### src/rtl/alu_pkg.sv
// Shared ALU definitions used by ALU control and the execute stage.
// Holds the operation encoding, the default datapath width and a small
// helper that classifies shift operations.
package alu_pkg;

    // Default operand/result width for every ALU-related block.
    localparam int ALU_DATA_WIDTH = 32;

    // Shift amounts come from the low five bits of operand A.
    localparam int SHAMT_WIDTH = 5;

    // Operation codes driven by ALU control. Codes 1011-1111 are unused
    // and produce a zero result.
    typedef enum logic [3:0] {
        ALU_ADD = 4'b0000,
        ALU_SUB = 4'b0001,
        ALU_AND = 4'b0010,
        ALU_OR  = 4'b0011,
        ALU_XOR = 4'b0100,
        ALU_NOR = 4'b0101,
        ALU_SLT = 4'b0110,
        ALU_SLL = 4'b0111,
        ALU_SRL = 4'b1000,
        ALU_SRA = 4'b1001,
        ALU_LUI = 4'b1010
    } alu_op_e;

    // True for the three operations that shift operand B by A[4:0].
    function automatic logic is_shift_op(input logic [3:0] op);
        return (op == ALU_SLL) || (op == ALU_SRL) || (op == ALU_SRA);
    endfunction

endpackage

### src/rtl/alu_exec_if.sv
// Handshake bus of the execute-stage ALU: upstream operation/operand
// transfer, downstream result transfer and the pipeline flush.
// The master drives operations and consumes results; the slave is alu_exec.
interface alu_exec_if
    import alu_pkg::*;
#(
    parameter int DATA_WIDTH = ALU_DATA_WIDTH
);
    // Upstream operation channel
    logic                  i_valid;
    logic                  o_ready;
    logic [3:0]            i_operation;
    logic [DATA_WIDTH-1:0] i_data_a;
    logic [DATA_WIDTH-1:0] i_data_b;

    // Pipeline control
    logic                  i_flush;

    // Downstream result channel
    logic                  o_valid;
    logic                  i_ready;
    logic [DATA_WIDTH-1:0] o_result;
    logic                  o_zero;

    modport master (
        output i_valid,
        output i_operation,
        output i_data_a,
        output i_data_b,
        output i_flush,
        output i_ready,
        input  o_ready,
        input  o_valid,
        input  o_result,
        input  o_zero
    );

    modport slave (
        input  i_valid,
        input  i_operation,
        input  i_data_a,
        input  i_data_b,
        input  i_flush,
        input  i_ready,
        output o_ready,
        output o_valid,
        output o_result,
        output o_zero
    );

endinterface

### src/rtl/alu_core.sv
// Purely combinational ALU datapath: (operation, A, B) -> result.
// Shifts here use a single-cycle barrel shifter; the execute stage decides
// whether to use it or to shift serially.
module alu_core
    import alu_pkg::*;
#(
    parameter int DATA_WIDTH = ALU_DATA_WIDTH
) (
    input  logic [3:0]            operation_i,
    input  logic [DATA_WIDTH-1:0] data_a_i,
    input  logic [DATA_WIDTH-1:0] data_b_i,
    output logic [DATA_WIDTH-1:0] result_o
);

    logic [DATA_WIDTH-1:0]  and_w;
    logic [DATA_WIDTH-1:0]  or_w;
    logic [DATA_WIDTH-1:0]  xor_w;
    logic [DATA_WIDTH-1:0]  nor_w;
    logic [DATA_WIDTH-1:0]  sum_w;
    logic [DATA_WIDTH-1:0]  diff_w;
    logic                   slt_w;
    logic [SHAMT_WIDTH-1:0] shamt_w;

    // Bitwise logic unit, one slice per bit.
    genvar gi;
    generate
        for (gi = 0; gi < DATA_WIDTH; gi++) begin : g_logic_bit
            assign and_w[gi] = data_a_i[gi] & data_b_i[gi];
            assign or_w[gi]  = data_a_i[gi] | data_b_i[gi];
            assign xor_w[gi] = data_a_i[gi] ^ data_b_i[gi];
            assign nor_w[gi] = ~(data_a_i[gi] | data_b_i[gi]);
        end
    endgenerate

    // Adder/subtractor wrap modulo 2^DATA_WIDTH; carries are discarded.
    assign sum_w   = data_a_i + data_b_i;
    assign diff_w  = data_a_i - data_b_i;
    assign slt_w   = $signed(data_a_i) < $signed(data_b_i);
    assign shamt_w = data_a_i[SHAMT_WIDTH-1:0];

    // Result select; unused operation codes give zero.
    always_comb begin
        result_o = '0;
        case (operation_i)
            ALU_ADD: result_o = sum_w;
            ALU_SUB: result_o = diff_w;
            ALU_AND: result_o = and_w;
            ALU_OR:  result_o = or_w;
            ALU_XOR: result_o = xor_w;
            ALU_NOR: result_o = nor_w;
            ALU_SLT: result_o = {{(DATA_WIDTH-1){1'b0}}, slt_w};
            ALU_SLL: result_o = data_b_i << shamt_w;
            ALU_SRL: result_o = data_b_i >> shamt_w;
            ALU_SRA: result_o = DATA_WIDTH'($signed(data_b_i) >>> shamt_w);
            ALU_LUI: result_o = data_b_i << 16;
            default: result_o = '0;
        endcase
    end

endmodule

### src/rtl/alu_exec.sv
// Execute-stage ALU with valid/ready handshake on both sides, a one-deep
// registered result and flush support.
// Build option: define ALU_EXEC_SERIAL_SHIFT_EN to execute SLL/SRL/SRA one
// bit per cycle in a SHIFT state (latency = amount + 1). Without it every
// operation, shifts included, completes with latency 1 via alu_core.
module alu_exec
    import alu_pkg::*;
#(
    parameter int DATA_WIDTH = ALU_DATA_WIDTH
) (
    input  logic       i_clk,
    input  logic       i_rst,
    alu_exec_if.slave  bus
);

    localparam logic [0:0] ST_IDLE  = 1'b0;
    localparam logic [0:0] ST_SHIFT = 1'b1;

    logic [0:0]             state_q,  state_d;
    logic [SHAMT_WIDTH-1:0] cnt_q,    cnt_d;
    logic                   valid_q,  valid_d;
    logic [DATA_WIDTH-1:0]  result_q, result_d;
    logic                   zero_q,   zero_d;
    logic [DATA_WIDTH-1:0]  shreg_q,  shreg_d;
    logic [3:0]             shop_q,   shop_d;

    logic [DATA_WIDTH-1:0]  core_result;
    logic [DATA_WIDTH-1:0]  shift_step;
    logic                   ready_w;
    logic                   accept_w;
    logic                   drain_w;

    alu_core #(
        .DATA_WIDTH (DATA_WIDTH)
    ) u_core (
        .operation_i (bus.i_operation),
        .data_a_i    (bus.i_data_a),
        .data_b_i    (bus.i_data_b),
        .result_o    (core_result)
    );

    // Accept only from IDLE when the output slot is free or emptying this
    // cycle; a flush or reset cycle never accepts.
    assign ready_w  = (state_q == ST_IDLE) && (!valid_q || bus.i_ready)
                      && !bus.i_flush && !i_rst;
    assign accept_w = bus.i_valid && ready_w;
    assign drain_w  = valid_q && bus.i_ready;

    assign bus.o_ready  = ready_w;
    assign bus.o_valid  = valid_q;
    assign bus.o_result = result_q;
    assign bus.o_zero   = zero_q;

    // One-bit step of the serial shifter for the captured shift operation.
    always_comb begin
        shift_step = shreg_q;
        case (shop_q)
            ALU_SLL: shift_step = {shreg_q[DATA_WIDTH-2:0], 1'b0};
            ALU_SRL: shift_step = {1'b0, shreg_q[DATA_WIDTH-1:1]};
            ALU_SRA: shift_step = {shreg_q[DATA_WIDTH-1], shreg_q[DATA_WIDTH-1:1]};
            default: shift_step = shreg_q;
        endcase
    end

    // Next-state logic for the FSM, shift counter and output register.
    always_comb begin
        state_d  = state_q;
        cnt_d    = cnt_q;
        valid_d  = valid_q;
        result_d = result_q;
        zero_d   = zero_q;
        shreg_d  = shreg_q;
        shop_d   = shop_q;

        if (bus.i_flush) begin
            // Discard the held result and any shift in progress.
            valid_d = 1'b0;
            state_d = ST_IDLE;
            cnt_d   = '0;
        end else if (state_q == ST_SHIFT) begin
            // The output slot is empty while shifting; the last step writes it.
            shreg_d = shift_step;
            cnt_d   = cnt_q - 1'b1;
            if (cnt_q == {{(SHAMT_WIDTH-1){1'b0}}, 1'b1}) begin
                state_d  = ST_IDLE;
                valid_d  = 1'b1;
                result_d = shift_step;
                zero_d   = (shift_step == '0);
            end
        end else begin
            if (drain_w) begin
                valid_d = 1'b0;
            end
            if (accept_w) begin
`ifdef ALU_EXEC_SERIAL_SHIFT_EN
                if (is_shift_op(bus.i_operation) &&
                    (bus.i_data_a[SHAMT_WIDTH-1:0] != '0)) begin
                    // Nonzero shift: run it serially; the slot stays empty.
                    state_d = ST_SHIFT;
                    cnt_d   = bus.i_data_a[SHAMT_WIDTH-1:0];
                    shreg_d = bus.i_data_b;
                    shop_d  = bus.i_operation;
                end else begin
                    valid_d  = 1'b1;
                    result_d = core_result;
                    zero_d   = (core_result == '0);
                end
`else
                valid_d  = 1'b1;
                result_d = core_result;
                zero_d   = (core_result == '0);
`endif
            end
        end
    end

    // State registers with synchronous reset; reset abandons any shift.
    always_ff @(posedge i_clk) begin
        if (i_rst) begin
            state_q  <= ST_IDLE;
            cnt_q    <= '0;
            valid_q  <= 1'b0;
            result_q <= '0;
            zero_q   <= 1'b1;
            shreg_q  <= '0;
            shop_q   <= ALU_ADD;
        end else begin
            state_q  <= state_d;
            cnt_q    <= cnt_d;
            valid_q  <= valid_d;
            result_q <= result_d;
            zero_q   <= zero_d;
            shreg_q  <= shreg_d;
            shop_q   <= shop_d;
        end
    end

endmodule
### src/flat_wrapper.sv
// flat-port wrapper written by rule: the top's interface ports become plain ports
module alu_exec_flat import alu_pkg::*;
#(
    parameter int DATA_WIDTH = ALU_DATA_WIDTH
)
  (i_clk, i_rst, bus_i_valid, bus_i_operation, bus_i_data_a, bus_i_data_b, bus_i_flush, bus_i_ready, bus_o_ready, bus_o_valid, bus_o_result, bus_o_zero);
  alu_exec_if #(.DATA_WIDTH(DATA_WIDTH)) bus_i ();
  input  logic i_clk;
  input  logic i_rst;
  input wire logic [$bits(bus_i.i_valid)-1:0] bus_i_valid;
  input wire logic [$bits(bus_i.i_operation)-1:0] bus_i_operation;
  input wire logic [$bits(bus_i.i_data_a)-1:0] bus_i_data_a;
  input wire logic [$bits(bus_i.i_data_b)-1:0] bus_i_data_b;
  input wire logic [$bits(bus_i.i_flush)-1:0] bus_i_flush;
  input wire logic [$bits(bus_i.i_ready)-1:0] bus_i_ready;
  output wire logic [$bits(bus_i.o_ready)-1:0] bus_o_ready;
  output wire logic [$bits(bus_i.o_valid)-1:0] bus_o_valid;
  output wire logic [$bits(bus_i.o_result)-1:0] bus_o_result;
  output wire logic [$bits(bus_i.o_zero)-1:0] bus_o_zero;
  assign bus_i.i_valid = bus_i_valid;
  assign bus_i.i_operation = bus_i_operation;
  assign bus_i.i_data_a = bus_i_data_a;
  assign bus_i.i_data_b = bus_i_data_b;
  assign bus_i.i_flush = bus_i_flush;
  assign bus_i.i_ready = bus_i_ready;
  assign bus_o_ready = bus_i.o_ready;
  assign bus_o_valid = bus_i.o_valid;
  assign bus_o_result = bus_i.o_result;
  assign bus_o_zero = bus_i.o_zero;
  alu_exec #(.DATA_WIDTH(DATA_WIDTH)) u_core (.i_clk(i_clk), .i_rst(i_rst), .bus(bus_i));
endmodule
### config.mk
export PLATFORM = sky130hd
export DESIGN_NAME = alu_exec_flat
export DESIGN_NICKNAME = d
export VERILOG_FILES = /design/src/rtl/alu_pkg.sv /design/src/rtl/alu_exec_if.sv /design/src/rtl/alu_core.sv /design/src/rtl/alu_exec.sv /design/src/flat_wrapper.sv
export SDC_FILE = /design/constraint.sdc
export NUM_CORES = 1
export LEC_CHECK = 0
export ABC_AREA = 1
export BUFFER_PORTS_ARGS = -buffer_cell sky130_fd_sc_hd__buf_2
export CORE_MARGIN = 8
export CORE_UTILIZATION = 41
export DETAILED_ROUTE_END_ITERATION = 8
export SETUP_SLACK_MARGIN = 0.15
export SYNTH_ARGS = -nofsm -noshare
export SYNTH_HDL_FRONTEND = slang
export SYNTH_SLANG_ARGS = --single-unit
### constraint.sdc
create_clock -name i_clk -period 2.3 [get_ports i_clk]
set_input_delay 0.115 -clock i_clk [delete_from_list [all_inputs] [get_ports i_clk]]
set_output_delay 0.115 -clock i_clk [all_outputs]
set_load 0.1 [all_outputs]
==> run summary <==
Reg2Reg Launch Point: u_core.bus.o_valid
pin count of the biggest net entering global routing: 53
Worst Hold Class: in2reg
combinational family with the most area after synthesis: simple AND/OR/NAND/NOR gates
Synth Net Count: 2,570
Die Y: 187 um
crit-path cells: buf_12 > clkinv_8 > ha_4 > inv_4 > fa_2 > nand2_2 > nand3_4 > nand2_4 > buf_6 > nand3_2 > nand3_2 > nand4_1 > a21oi_2 > nand2_1 > nor2_2 > nand2_1 > nor2_1 > buf_4 > nand3_2 > nand2_1 > nand2_1 > nand2_1
Post-Synth XOR/XNOR Area: 0%
Die Wd: 187 um
Total GRT Usage: 37.8%
most frequent cells in the layout: nand2_1 (812), buf_4 (554), nand3_1 (449), inv_1 (291), nor2_1 (170)
Clk Latency, worst-skew pair: 0.29 ns
peak supply drop: 0.360 mV
Post-Synthesis Cells: 2,390
Util after Layout: 60.9%
fmax: 387 MHz
Compound-Gate Fraction of Synth Area: 11.8%
failing checks: negative setup slack
Syn-to-layout area delta: 46.2%
Post-Place Cells: 3,334
gpl congestion: 1.12
max cap viols: 0
initial antenna violation count: 1
final instance area: 17,500 um^2
Setup CP Type: in2reg
H-tree Lvls: 2
Crit path top cell by count: nand2_1
total CTS buffers: 5
Routed WL: 69,200 um
Slew Limit Fails: 0
Rows: 62
Clock Tree Buf Depth: 2
IO Count: 108
CP peak stage delay: 0.39 ns
Root Driver: clkbuf_16
Tightest Pin Transition: 0.974 ns
Final Hold Vio Count: 0
Critical Path AT: 2.82 ns
Non-Filler Instances: 3,352
min cycle time layout: 2.58 ns
DP Worst Slack: -0.804 ns
fillers: 2,933
nets@finish: 3,147
Yosys reg bits: 40
EDFF count, synth: 0
starting density of the core: 41.7%
Placed Area: 16,900 um^2
clk sinks: 40
vias per cell: 5.66
DRC errors left: 0
Mean Syn Cell Area: 5.02 um^2
Layout Skew: 0.00422 ns
Post-DP HPWL: 58,900 um
DRT iter0 DRCs: 2,642
CTS tree: done
Syn Std Cell Area: 12,000 um^2
Final Cycle Share: 112%
R2R cell count: 10
post-synthesis mux area share: 0%
main flop type after synthesis: dfxtp_1
yosys warns: 0
run status: finished with violations
first-pass detailed-route iteration total: 9
commonest non-fill, non-tap cell in the layout: nand2_1
Port Buffer Count: 107
adder-cell area share of the yosys netlist: 11.3%
Pleak: 9.80 nW
Worst Hold End: u_core.bus.o_valid
setup slack, reg-to-reg: -0.04 ns
Via Count: 18,969
die area: 35,000 um^2
Max FO, Critical Path: 3
sequential-to-total area share from yosys stat: 6.68%
global-route wire length before repair: 104,000 um
total negative slack: -0.702 ns
count of different cell masters after synthesis: 45
hold_sp: bus_i_ready
Routed Antenna Nets: 0
global route overflow: 0
reg2reg end: u_core.bus.o_result[16]
number of global-route vias before repair: 18,014
clock slew at reported path FFs: 0.06 ns
layout cell share with drive strength beyond 1: 27.0%
slowest stage cell, crit path: fa_2
Core ar.: 28,800 um^2
RSZ-0062 raised after global routing: yes
asr flop ratio synth: 0%
DR WL/cell: 20.6 um
Synth Area in Simple Gates: 56.3%
PnR worst setup slack: -0.283 ns
hold depth: 4
Required @ worst endpoint: 2.53 ns
crit start category: primary input
Power Density: 314 nW/um^2
relative slew slack: 35.0%
endpoints failing setup: 23
element type at the critical path end: flip-flop
number of diodes: 0
## synthesized netlist by cell type, drive strengths merged (5+ instances only)
| cell | number | area, um^2 |
|---|---|---|
| nand3b | 8 | 60.1 |
| nand2 | 830 | 3140 |
| o21bai | 6 | 45.0 |
| dfxtp | 40 | 801 |
| clkbuf | 34 | 129 |
| o211ai | 13 | 97.6 |
| nor2 | 194 | 748 |
| inv | 306 | 1150 |
| a2bb2oi | 10 | 87.6 |
| nor3 | 37 | 201 |
| o21ai | 68 | 340 |
| nand4 | 32 | 200 |
| o221ai | 5 | 43.8 |
| ha | 105 | 1310 |
| a21oi | 122 | 618 |
| nand3 | 467 | 2340 |
| o22ai | 20 | 125 |
| buf | 71 | 383 |
## flip-flops by register name (all words and copies together) (netlist names)
signal / count
u_core.cnt_q: 5
u_core.bus.o_valid: 1
u_core.bus.o_zero: 1
u_core.bus.o_result: 32
u_core.state_q: 1
## worst max path at each step
stage	depth (start not counted)	start	to
floorplan	20	bus_i_data_a[0]	u_core.bus.o_zero
global placement	21	bus_i_data_b[0]	u_core.bus.o_zero
detailed placement	21	bus_i_data_a[0]	u_core.bus.o_zero
CTS	21	bus_i_data_a[0]	u_core.bus.o_zero
global route	22	bus_i_data_a[0]	u_core.bus.o_zero
finish	22	bus_i_data_a[0]	u_core.bus.o_zero
## kinds of logic after synthesis
kind of cell / count (synthesis)
buf+inv: 413
flops: 40
simple gates: 1579
compound gates: 251
fa+ha+maj: 107
## layout make-up
class                           instances  area, um^2  share of cell area, %
Timing Repair Buffer                  675        4980                   28.4
Sequential cell                        40         805                   4.59
Clock buffer                            5         125                  0.714
Inverter                              308        1170                   6.69
Multi-Input combinational cell       1937        9960                   56.8
Tap cell                              384         480                   2.74
Clock inverter                          3        18.8                  0.107
## power breakdown
group	switching, W	leakage (nW)	internal [W]	total, W
sequential	0.00000923	0.324	0.000709	0.000718
clock	0.000303	0.0736	0.000400	0.000704
combinational	0.00246	9.41	0.00162	0.00408
## critical path: cells and delay by family
family	cells	cell delay [ns]
simple gates	14	1.43
buf+inv	5	0.42
fa+ha+maj	2	0.53
compound gates	1	0.31
## through the flow
step / power [W] / hold slack (ns)
6_report: 0.00550 / 0.134
5_1_grt: 0.00581 / 0.157
4_1_cts: 0.00533 / 0.126
3_5_place_dp: 0.00454 / 0.431
3_3_place_gp: 0.00451 / 0.417
2_1_floorplan: 0.00263 / 0.285
## per-layer routing
| layer | up-vias | global-route usage, % | routed length [um] |
|---|---|---|---|
| met5 | - | 0 | 0 |
| met2 | 1142 | 61.8 | 30900 |
| met1 | 8705 | 47.6 | 27400 |
| li1 | 8905 | - | - |
| met3 | 217 | 6.04 | 6780 |
| met4 | 0 | 18.5 | 4090 |
## what timing repair did
| item | 4_1_cts | 5_1_grt |
|---|---|---|
| setup buffers | 7 | 3 |
| gates resized for setup | 67 | 27 |
| setup endpoints to repair | 33 | 33 |
| pin swaps | 14 | 11 |
| hold buffers | 0 | 0 |
| gates cloned | 0 | 0 |
No activity file was read; power rests on OpenSTA's default activity.
